File: src/rtl/ps2_keycode_fifo_module.sv
// PS/2 make-code FIFO: folds the E0 extended prefix into bit 8 of each entry, show-ahead read.
// Optional PS2_ASCII_EN macro adds the oAscii head-entry lookup output.
module ps2_keycode_fifo_module #(
  parameter int DEPTH_LOG2 = 3,
  parameter logic [7:0] EXT_PREFIX = 8'hE0
) (
  input  logic                  CLOCK,
  input  logic                  RST_n,
  input  logic                  iTrig,
  input  logic [7:0]            iData,
  input  logic                  iRead,
  input  logic                  iClrOvf,
  output logic [8:0]            oCode,
  output logic                  oEmpty,
  output logic                  oFull,
  output logic [DEPTH_LOG2:0]   oCount,
`ifdef PS2_ASCII_EN
  output logic [7:0]            oAscii,
`endif
  output logic                  oOverflow
);

  localparam int DEPTH = 1 << DEPTH_LOG2;
  localparam logic [DEPTH_LOG2:0]   CNT_ONE  = {{DEPTH_LOG2{1'b0}}, 1'b1};
  localparam logic [DEPTH_LOG2:0]   CNT_ZERO = {(DEPTH_LOG2 + 1){1'b0}};
  localparam logic [DEPTH_LOG2:0]   CNT_FULL = {1'b1, {DEPTH_LOG2{1'b0}}};
  localparam logic [DEPTH_LOG2-1:0] PTR_ONE  = DEPTH_LOG2'(1);
  localparam logic [DEPTH_LOG2-1:0] PTR_ZERO = {DEPTH_LOG2{1'b0}};

  typedef enum logic {IDLE = 1'b0, EXT = 1'b1} state_t;

  state_t                state_r;
  logic [8:0]            mem_r [DEPTH];
  logic [DEPTH_LOG2-1:0] wrPtr_r, rdPtr_r, rdPtrNext_s;
  logic [DEPTH_LOG2:0]   count_r, countNext_s;
  logic [8:0]            headCode_r, headNext_s, wrData_s;
  logic                  empty_r, full_r, overflow_r;
  logic                  wrReq_s, wrAccept_s, rdAccept_s, drop_s;

  // Decode the incoming byte into a write request and the entry it would store.
  always_comb begin
    wrReq_s    = 1'b0;
    wrData_s   = {(state_r == EXT), iData};
    if (iTrig && (iData != EXT_PREFIX)) begin
      wrReq_s = 1'b1;
    end else begin
      wrReq_s = 1'b0;
    end
    rdAccept_s = iRead && !empty_r;
    // A full FIFO still takes a write when the same cycle frees a slot.
    wrAccept_s = wrReq_s && (!full_r || rdAccept_s);
    drop_s     = wrReq_s && full_r && !rdAccept_s;
  end

  // Next occupancy, read pointer and head entry for the show-ahead output register.
  always_comb begin
    countNext_s = count_r;
    case ({wrAccept_s, rdAccept_s})
      2'b10:   countNext_s = count_r + CNT_ONE;
      2'b01:   countNext_s = count_r - CNT_ONE;
      default: countNext_s = count_r;
    endcase
    if (rdAccept_s) begin
      rdPtrNext_s = rdPtr_r + PTR_ONE;
    end else begin
      rdPtrNext_s = rdPtr_r;
    end
    // The entry being written bypasses storage when it becomes the new head.
    if (countNext_s == CNT_ZERO) begin
      headNext_s = 9'h000;
    end else if (wrAccept_s && ((count_r == CNT_ZERO) || ((count_r == CNT_ONE) && rdAccept_s))) begin
      headNext_s = wrData_s;
    end else begin
      headNext_s = mem_r[rdPtrNext_s];
    end
  end

  // Prefix FSM: remembers a pending E0 until the next non-prefix byte.
  always_ff @(posedge CLOCK or negedge RST_n) begin
    if (!RST_n) begin
      state_r <= IDLE;
    end else begin
      case (state_r)
        IDLE: if (iTrig && (iData == EXT_PREFIX)) state_r <= EXT;
        EXT:  if (iTrig && (iData != EXT_PREFIX)) state_r <= IDLE;
        default: state_r <= IDLE;
      endcase
    end
  end

  // Entry storage; contents are don't-care after reset.
  always_ff @(posedge CLOCK) begin
    if (wrAccept_s) begin
      mem_r[wrPtr_r] <= wrData_s;
    end
  end

  // Pointers, occupancy, flags and registered head entry.
  always_ff @(posedge CLOCK or negedge RST_n) begin
    if (!RST_n) begin
      wrPtr_r    <= PTR_ZERO;
      rdPtr_r    <= PTR_ZERO;
      count_r    <= CNT_ZERO;
      empty_r    <= 1'b1;
      full_r     <= 1'b0;
      headCode_r <= 9'h000;
      overflow_r <= 1'b0;
    end else begin
      if (wrAccept_s) begin
        wrPtr_r <= wrPtr_r + PTR_ONE;
      end
      rdPtr_r    <= rdPtrNext_s;
      count_r    <= countNext_s;
      empty_r    <= (countNext_s == CNT_ZERO);
      full_r     <= (countNext_s == CNT_FULL);
      headCode_r <= headNext_s;
      if (drop_s) begin
        overflow_r <= 1'b1;
      end else if (iClrOvf) begin
        overflow_r <= 1'b0;
      end
    end
  end

  assign oCode     = headCode_r;
  assign oEmpty    = empty_r;
  assign oFull     = full_r;
  assign oCount    = count_r;
  assign oOverflow = overflow_r;

`ifdef PS2_ASCII_EN
  function automatic logic [7:0] scanToAscii(input logic [7:0] code);
    case (code)
      8'h1C: scanToAscii = 8'h61; 8'h32: scanToAscii = 8'h62; 8'h21: scanToAscii = 8'h63;
      8'h23: scanToAscii = 8'h64; 8'h24: scanToAscii = 8'h65; 8'h2B: scanToAscii = 8'h66;
      8'h34: scanToAscii = 8'h67; 8'h33: scanToAscii = 8'h68; 8'h43: scanToAscii = 8'h69;
      8'h3B: scanToAscii = 8'h6A; 8'h42: scanToAscii = 8'h6B; 8'h4B: scanToAscii = 8'h6C;
      8'h3A: scanToAscii = 8'h6D; 8'h31: scanToAscii = 8'h6E; 8'h44: scanToAscii = 8'h6F;
      8'h4D: scanToAscii = 8'h70; 8'h15: scanToAscii = 8'h71; 8'h2D: scanToAscii = 8'h72;
      8'h1B: scanToAscii = 8'h73; 8'h2C: scanToAscii = 8'h74; 8'h3C: scanToAscii = 8'h75;
      8'h2A: scanToAscii = 8'h76; 8'h1D: scanToAscii = 8'h77; 8'h22: scanToAscii = 8'h78;
      8'h35: scanToAscii = 8'h79; 8'h1A: scanToAscii = 8'h7A;
      8'h45: scanToAscii = 8'h30; 8'h16: scanToAscii = 8'h31; 8'h1E: scanToAscii = 8'h32;
      8'h26: scanToAscii = 8'h33; 8'h25: scanToAscii = 8'h34; 8'h2E: scanToAscii = 8'h35;
      8'h36: scanToAscii = 8'h36; 8'h3D: scanToAscii = 8'h37; 8'h3E: scanToAscii = 8'h38;
      8'h46: scanToAscii = 8'h39;
      8'h29: scanToAscii = 8'h20; 8'h5A: scanToAscii = 8'h0D; 8'h66: scanToAscii = 8'h08;
      default: scanToAscii = 8'h00;
    endcase
  endfunction

  // ASCII view of the head entry; extended keys and an empty FIFO read as zero.
  always_comb begin
    if (empty_r || headCode_r[8]) begin
      oAscii = 8'h00;
    end else begin
      oAscii = scanToAscii(headCode_r[7:0]);
    end
  end
`endif

endmodule

File: config.mk
export PLATFORM = sky130hd
export DESIGN_NAME = ps2_keycode_fifo_module
export DESIGN_NICKNAME = d
export VERILOG_FILES = /design/src/rtl/ps2_keycode_fifo_module.sv
export SDC_FILE = /design/constraint.sdc
export NUM_CORES = 1
export LEC_CHECK = 0
export BUFFER_PORTS_ARGS = -buffer_cell sky130_fd_sc_hd__buf_2
export CORE_MARGIN = 5
export CORE_UTILIZATION = 40
export DETAILED_ROUTE_END_ITERATION = 6
export MAX_ROUTING_LAYER = met4
export PLACE_DENSITY = 0.67
export SYNTH_ARGS = -nofsm -noshare
export SYNTH_HDL_FRONTEND = slang
export SYNTH_SLANG_ARGS = --single-unit
File: constraint.sdc
create_clock -name CLOCK -period 7.9 [get_ports CLOCK]
set_clock_uncertainty 0.2 [all_clocks]
set_input_delay 0 -clock CLOCK [delete_from_list [all_inputs] [get_ports CLOCK]]
set_output_delay 0 -clock CLOCK [all_outputs]
set_load 0.005 [all_outputs]
Word level (Yosys, flattened, before mapping):

Memories as Yosys holds them, arrays and structs flattened.
Cells that the tools add are included.

* reduce and logical (&&, ||, !) cells: 16
* multiplexer cells: 12
* bitwise logic cells: 1
* eq/ne operators: 6
* $add $sub $neg: 4

Operators with widths (number)
* $mux W9: 2
* $eq A8 B8 Y1 const B: 1
* $logic_and A1 B1 Y1: 8
* $logic_not A4 Y1: 2
* $ne A8 B8 Y1 const B: 1
* $pmux W4 S2: 1
* $mux W1: 7
* $add A3 B1 Y3 const B: 2
* $add A4 B1 Y4 const B: 1
* $eq A4 B1 Y1 const B: 1
* $eq A4 B4 Y1 const B: 1
* $sub A4 B1 Y4 const B: 1
* $logic_not A1 Y1: 3
* $mux W3: 1
* $eq A2 B1 Y1 const B: 1
* $eq A2 B2 Y1 const B: 1
* $logic_or A1 B1 Y1: 2
* $pmux W1 S2: 1
* $reduce_bool A2 Y1: 1
* $not A1 Y1: 1

* input bits: 13
* bits in writable memories: 72
* memories kept: 1
* register bits after elaboration: 23
* output and inout bits: 16
* word-level logic and storage cells: 48

Memories
* mem_r: words 8, width 9, read ports 1, clocked after Yosys merged registers in 0, wr ports 1, line 33 `logic [8:0] mem_r [DEPTH];`

Depth between registers and ports, before layout:

* depth in word-level cells: 8
* mapped depth: 11
* depth with buffers taken out: 10

Worst setup path after synthesis:

Ideal clock, no wire load.

* path kind: reg2reg
* start point: register empty_r (netlist: oEmpty)
* end point: register headCode_r[8] (netlist: oCode[8])
* data required time: 7571 ps
* path buffers: 2
* arrival: 2415 ps
* path slack: 5156 ps
* stages on the path, launching flop included: 12
* library setup time: 129 ps
* period minus slack after synthesis: 2744 ps
* cells stage by stage: dfstp_2 > nand2b_1 > buf_6 > a21o_4 > inv_6 > ha_1 > nor2b_1 > o31ai_1 > or4b_1 > buf_2 > o211ai_2 > o41ai_2

* longest elaborated chain between the ends: 8
* elaborated cells on any way between the ends: 15
* those cells by class: eq/ne: 2; mux: 4; reduce/logical: 8; memory: 1

Ends and longest elaborated chain
* start, declared: line 37 `logic empty_r, full_r, overflow_r;`
* start signal, assigned: line 114 `empty_r <= (countNext_s == CNT_ZERO);`
* $logic_not A1 Y1 (*): line 49 `rdAccept_s = iRead && !empty_r;`
* $logic_and A1 B1 Y1 (*): line 49
* $logic_or A1 B1 Y1 (*): line 51 `wrAccept_s = wrReq_s && (!full_r || rdAccept_s);`
* $logic_and A1 B1 Y1 (*): line 51
* via wrAccept_s: line 38 `logic wrReq_s, wrAccept_s, rdAccept_s, drop_s;`
* $eq A2 B1 Y1 / $eq A2 B2 Y1 (equally long branches): line 58 `case ({wrAccept_s, rdAccept_s})`
* $pmux W4 S2: line 58
* $logic_not A4 Y1: line 69 `if (countNext_s == CNT_ZERO) begin`
* $mux W9 (*): line 69
* via headNext_s[8]: line 36 `logic [8:0] headCode_r, headNext_s, wrData_s;`
* end signal, assigned: line 116 `headCode_r <= headNext_s;`
* end, declared: line 36

Mark *: on every way through the listed nets, which the timed path passes. The rest lies on a longest branch.
A chain may end at the register's enable or synchronous reset.

Worst setup path in the final report:

* start point: input port iData[0]
* end point: register headCode_r[8] (netlist: oCode[8])

* longest elaborated chain between the ends: 8
* elaborated cells on any way between the ends: 11
* those cells by class: eq/ne: 3; mux: 4; reduce/logical: 4

Ends and longest elaborated chain
* start, declared: line 10 `input logic [7:0] iData,`
* $ne A8 B8 Y1 (*): line 44 `if (iTrig && (iData != EXT_PREFIX)) begin`
* $logic_and A1 B1 Y1 (*): line 44
* $mux W1 (*): line 44
* $logic_and A1 B1 Y1 (*): line 51
* $eq A2 B1 Y1 / $eq A2 B2 Y1 (equally long branches): line 58
* $pmux W4 S2: line 58
* $logic_not A4 Y1: line 69
* $mux W9 (*): line 69
* via headNext_s[8]: line 36

Marked as above.

==> reports/qor.csv <==
stage,metric,value,unit
worst_setup_path,max_stage_delay,0.78,ns
clock_network,cts_root_buffer,clkbuf_8,
detailed_routing,drtIter0Drc,249,
synthesis,syn_avg_cell_area,15.1,um^2
global_route,grt_start_max_net_pins,36,
worst_setup_path,cpMaxStageDelayCell,o211ai_1,
worst_setup_path,cp-end-kind,register,
worst_setup_path,cpLargestDelayFamily,compound AO/OA/AOI/OAI gates,
floorplan,core,10100,um^2
global_route,grt_overflow_total,0,
clock_network,cts_made_buffers,9,
clock_network,cts_setup_buffers,0,
power,p_leak,1.77,nW
synthesis,ys_ff_latch,95,
worst_setup_path,crit_chain,dlygate4sd3_1 -> buf_2 -> or4_4 -> o21ai_4 -> a21o_4 -> ha_1 -> nor2_1 -> mux2i_1 -> o211ai_1 -> nor2_1 -> o41ai_2,
clock_network,clk_pin_slew,0.10,ns
worst_setup_path,cp-start-kind,input pin,
placed_design,port_buffers,28,
synthesis,yosysWarnings,0,
sta,finalCritPeriodShare,43.3,%
synthesis,synth_nets,294,
clock_network,ctsResizeCount,0,
clock_network,cts_tree,done,
sta,fmax,293,MHz
synthesis,synth_compound_area_share,10.4,%
layout,layout_common_cells,"72 x edfxtp_1, 28 x buf_2, 22 x dfrtp_1",
synthesis,netlist_area,4100,um^2
global_route,grt_pass1_wl,13800,um
clock_network,h-tree-depth,3,
worst_setup_path,cp.arrival,3.48,ns
run_status,status,"finished, final reports clean",
sta,min_period,3.42,ns
detailed_routing,firstDrtPassIters,5,
global_route,antenna_found_initial,0,
floorplan,dieArea,12400,um^2
worst_setup_path,startpoint,iData[0],
hold_path,hp-start,iRead,
layout,drive_above_1_share,23.6,%
layout,final_util,46.6,%
floorplan,initial_core_util,40.4,%
synthesis,yosys.area_share.simple,7.30,%
placed_design,routabilityCongestion,0.898,
synthesis,async_flop_share,24.2,%
power,peakVddDrop,0.000112,V
synthesis,synth_top_family_by_area,compound AO/OA/AOI/OAI gates,
global_route,grt_pass1_vias,2517,
worst_setup_path,cp.required,7.96,ns
hold_path,hold_path_class,in2reg,
worst_setup_path,cpMostUsedCell,nor2_1,
detailed_routing,drc_errors,0,
layout,finalNetCount,343,
global_route,track_usage,14.9,%
detailed_routing,wl_per_cell,18.6,um
worst_setup_path,cp_max_fo,12,
placed_design,hpwlAfterDp,5520,um
layout,fillers,883,
floorplan,rows,37,
clock_network,clock_sinks,95,
worst_setup_path,path_class,in2reg,
sta,slew_headroom,25.3,%
clock_network,worstSkewPairLatency,0.35,ns
detailed_routing,drt_wl_total,8590,um
floorplan,top_level_ports,29,
synthesis,synthMuxAreaShare,9.04,%
synthesis,synthXorXnorAreaFrac,1.22,%
clock_network,cts.path.max_buffers,2,
worst_setup_path,crit_buf_inv,2,
layout,final_common_cell,edfxtp_1,
sta,slew_violations,0,
synthesis,ys.flop_type,edfxtp_1,
power,cellPowerDensity,379,nW/um^2
worst_setup_path,r2r-start,oEmpty$_DFF_PN1_,
layout,syn2layout_area_growth,15.1,%
synthesis,synth_edf_count,72,
sta,rsz0062_at_grt,no,
detailed_routing,vias,2465,
layout,antenna_cells,0,
synthesis,synthCells,272,
sta,tns,0,ns
detailed_routing,via_per_inst,5.34,
floorplan,die_width,111,um
flow_run,drv_cap,0,
sta,worst_pin_slew,1.12,ns
synthesis,synth_adder_area_share,2.75,%
synthesis,seq_area_frac_synth,66.8,%
synthesis,synth_cell_types,53,
sta,finalHoldViolCount,0,
detailed_routing,ant_nets,0,
sta,finalSetupViolations,0,
floorplan,die_y,111,um
-- area by class of cell --
| cell class | count | area (um^2) | area share [%] |
|---|---|---|---|
| Timing Repair Buffer | 46 | 313 | 6.63 |
| Clock buffer | 9 | 124 | 2.62 |
| Clock inverter | 7 | 55.1 | 1.17 |
| Sequential cell | 95 | 2740 | 58.0 |
| Inverter | 12 | 50.0 | 1.06 |
| Multi-Input combinational cell | 157 | 1270 | 26.9 |
| Tap cell | 136 | 170 | 3.61 |
-- sequential cells by signal, summed over array words and instances (netlist names), named ones only --
signal and cells:
mem_r 72, oCode 9, oCount 4, rdPtr_r 3, wrPtr_r 3, oEmpty 1
oFull 1, oOverflow 1
-- cells in the mapped netlist, drive strengths merged (2+ instances only) --
cell type | count | area [um^2]
o22a | 8 | 70.1
o211ai | 2 | 20.0
ha | 9 | 113
and3 | 2 | 17.5
edfxtp | 72 | 2160
o21ai | 4 | 31.3
nor3 | 5 | 25.0
mux2 | 16 | 180
xor2 | 2 | 25.0
xnor2 | 2 | 25.0
dfrtp | 22 | 551
o22ai | 8 | 50.1
nand2 | 13 | 48.8
nand2b | 5 | 31.3
clkbuf | 2 | 7.51
o41ai | 2 | 25.0
nor2 | 12 | 45.0
a22oi | 9 | 67.6
nor2b | 5 | 31.3
a211oi | 2 | 15.0
buf | 6 | 45.0
a21o | 2 | 23.8
a31oi | 9 | 56.3
mux2i | 19 | 190
o2bb2ai | 2 | 17.5
nand3 | 6 | 42.5
inv | 12 | 50.1
-- per-stage QoR --
| stage | power (mW) | cells | worst slack, ns | hold slack [ns] | area (um^2) |
|---|---|---|---|---|---|
| after floorplan | 1.29 | 272 | 5.16 | -0.496 | 4100 |
| after global placement | 1.49 | 431 | 4.77 | -0.184 | 4390 |
| after detailed placement | 1.50 | 431 | 4.62 | -0.173 | 4390 |
| after CTS | 1.80 | 462 | 4.50 | 0.107 | 4720 |
| after global routing | 1.89 | 462 | 4.30 | 0.161 | 4720 |
| final | 1.79 | 462 | 4.48 | 0.134 | 4720 |
-- worst paths after layout --
check	cells past startpoint	end	slack, ns
setup reg to reg	8	oCode[8]$_DFF_PN0_	4.58
min in group asynchronous	3	oEmpty$_DFF_PN1_	0.47
max in group asynchronous	4	oCount[1]$_DFF_PN0_	5.50
hold reg to reg	1	wrPtr_r[2]$_DFFE_PN0P_	0.30
setup / recovery	11	oCode[8]$_DFF_PN0_	4.48
hold / removal	4	rdPtr_r[1]$_DFF_PN0_	0.13
-- power by group --
part           total [mW]  leakage [nW]  switching, mW  internal, mW
Sequential          0.724         0.942         0.0686         0.655
Clock               0.288        0.0862          0.171         0.117
Combinational       0.776         0.743          0.450         0.326
-- tightest hold or removal path, stage by stage --
cell and delay [ns]:
buf_2 0.10, nand2b_1 0.23, mux2i_1 0.22, inv_1 0.10
-- repair_timing --
item                       in CTS  in global routing
hold buffers                   15                  0
hold endpoints to repair       98                  0
setup endpoints to repair       0                  0
-- cells by family after synthesis --
family          count (synthesis)
flops                          95
simple gates                   55
compound gates                 54
mux                            35
buf+inv                        20
fa+ha+maj                       9
xor+xnor                        4
-- per-layer routing --
layer | up-vias | GRT usage [%] | share of wire, %
met2 | 73 | 23.7 | 50
met3 | 15 | 2.51 | 4.7
met4 | 0 | 6.08 | 2.0
li1 | 1151 | - | -
met5 | - | - | 0
met1 | 1226 | 19.1 | 43
No activity file was read; power rests on OpenSTA's default activity.
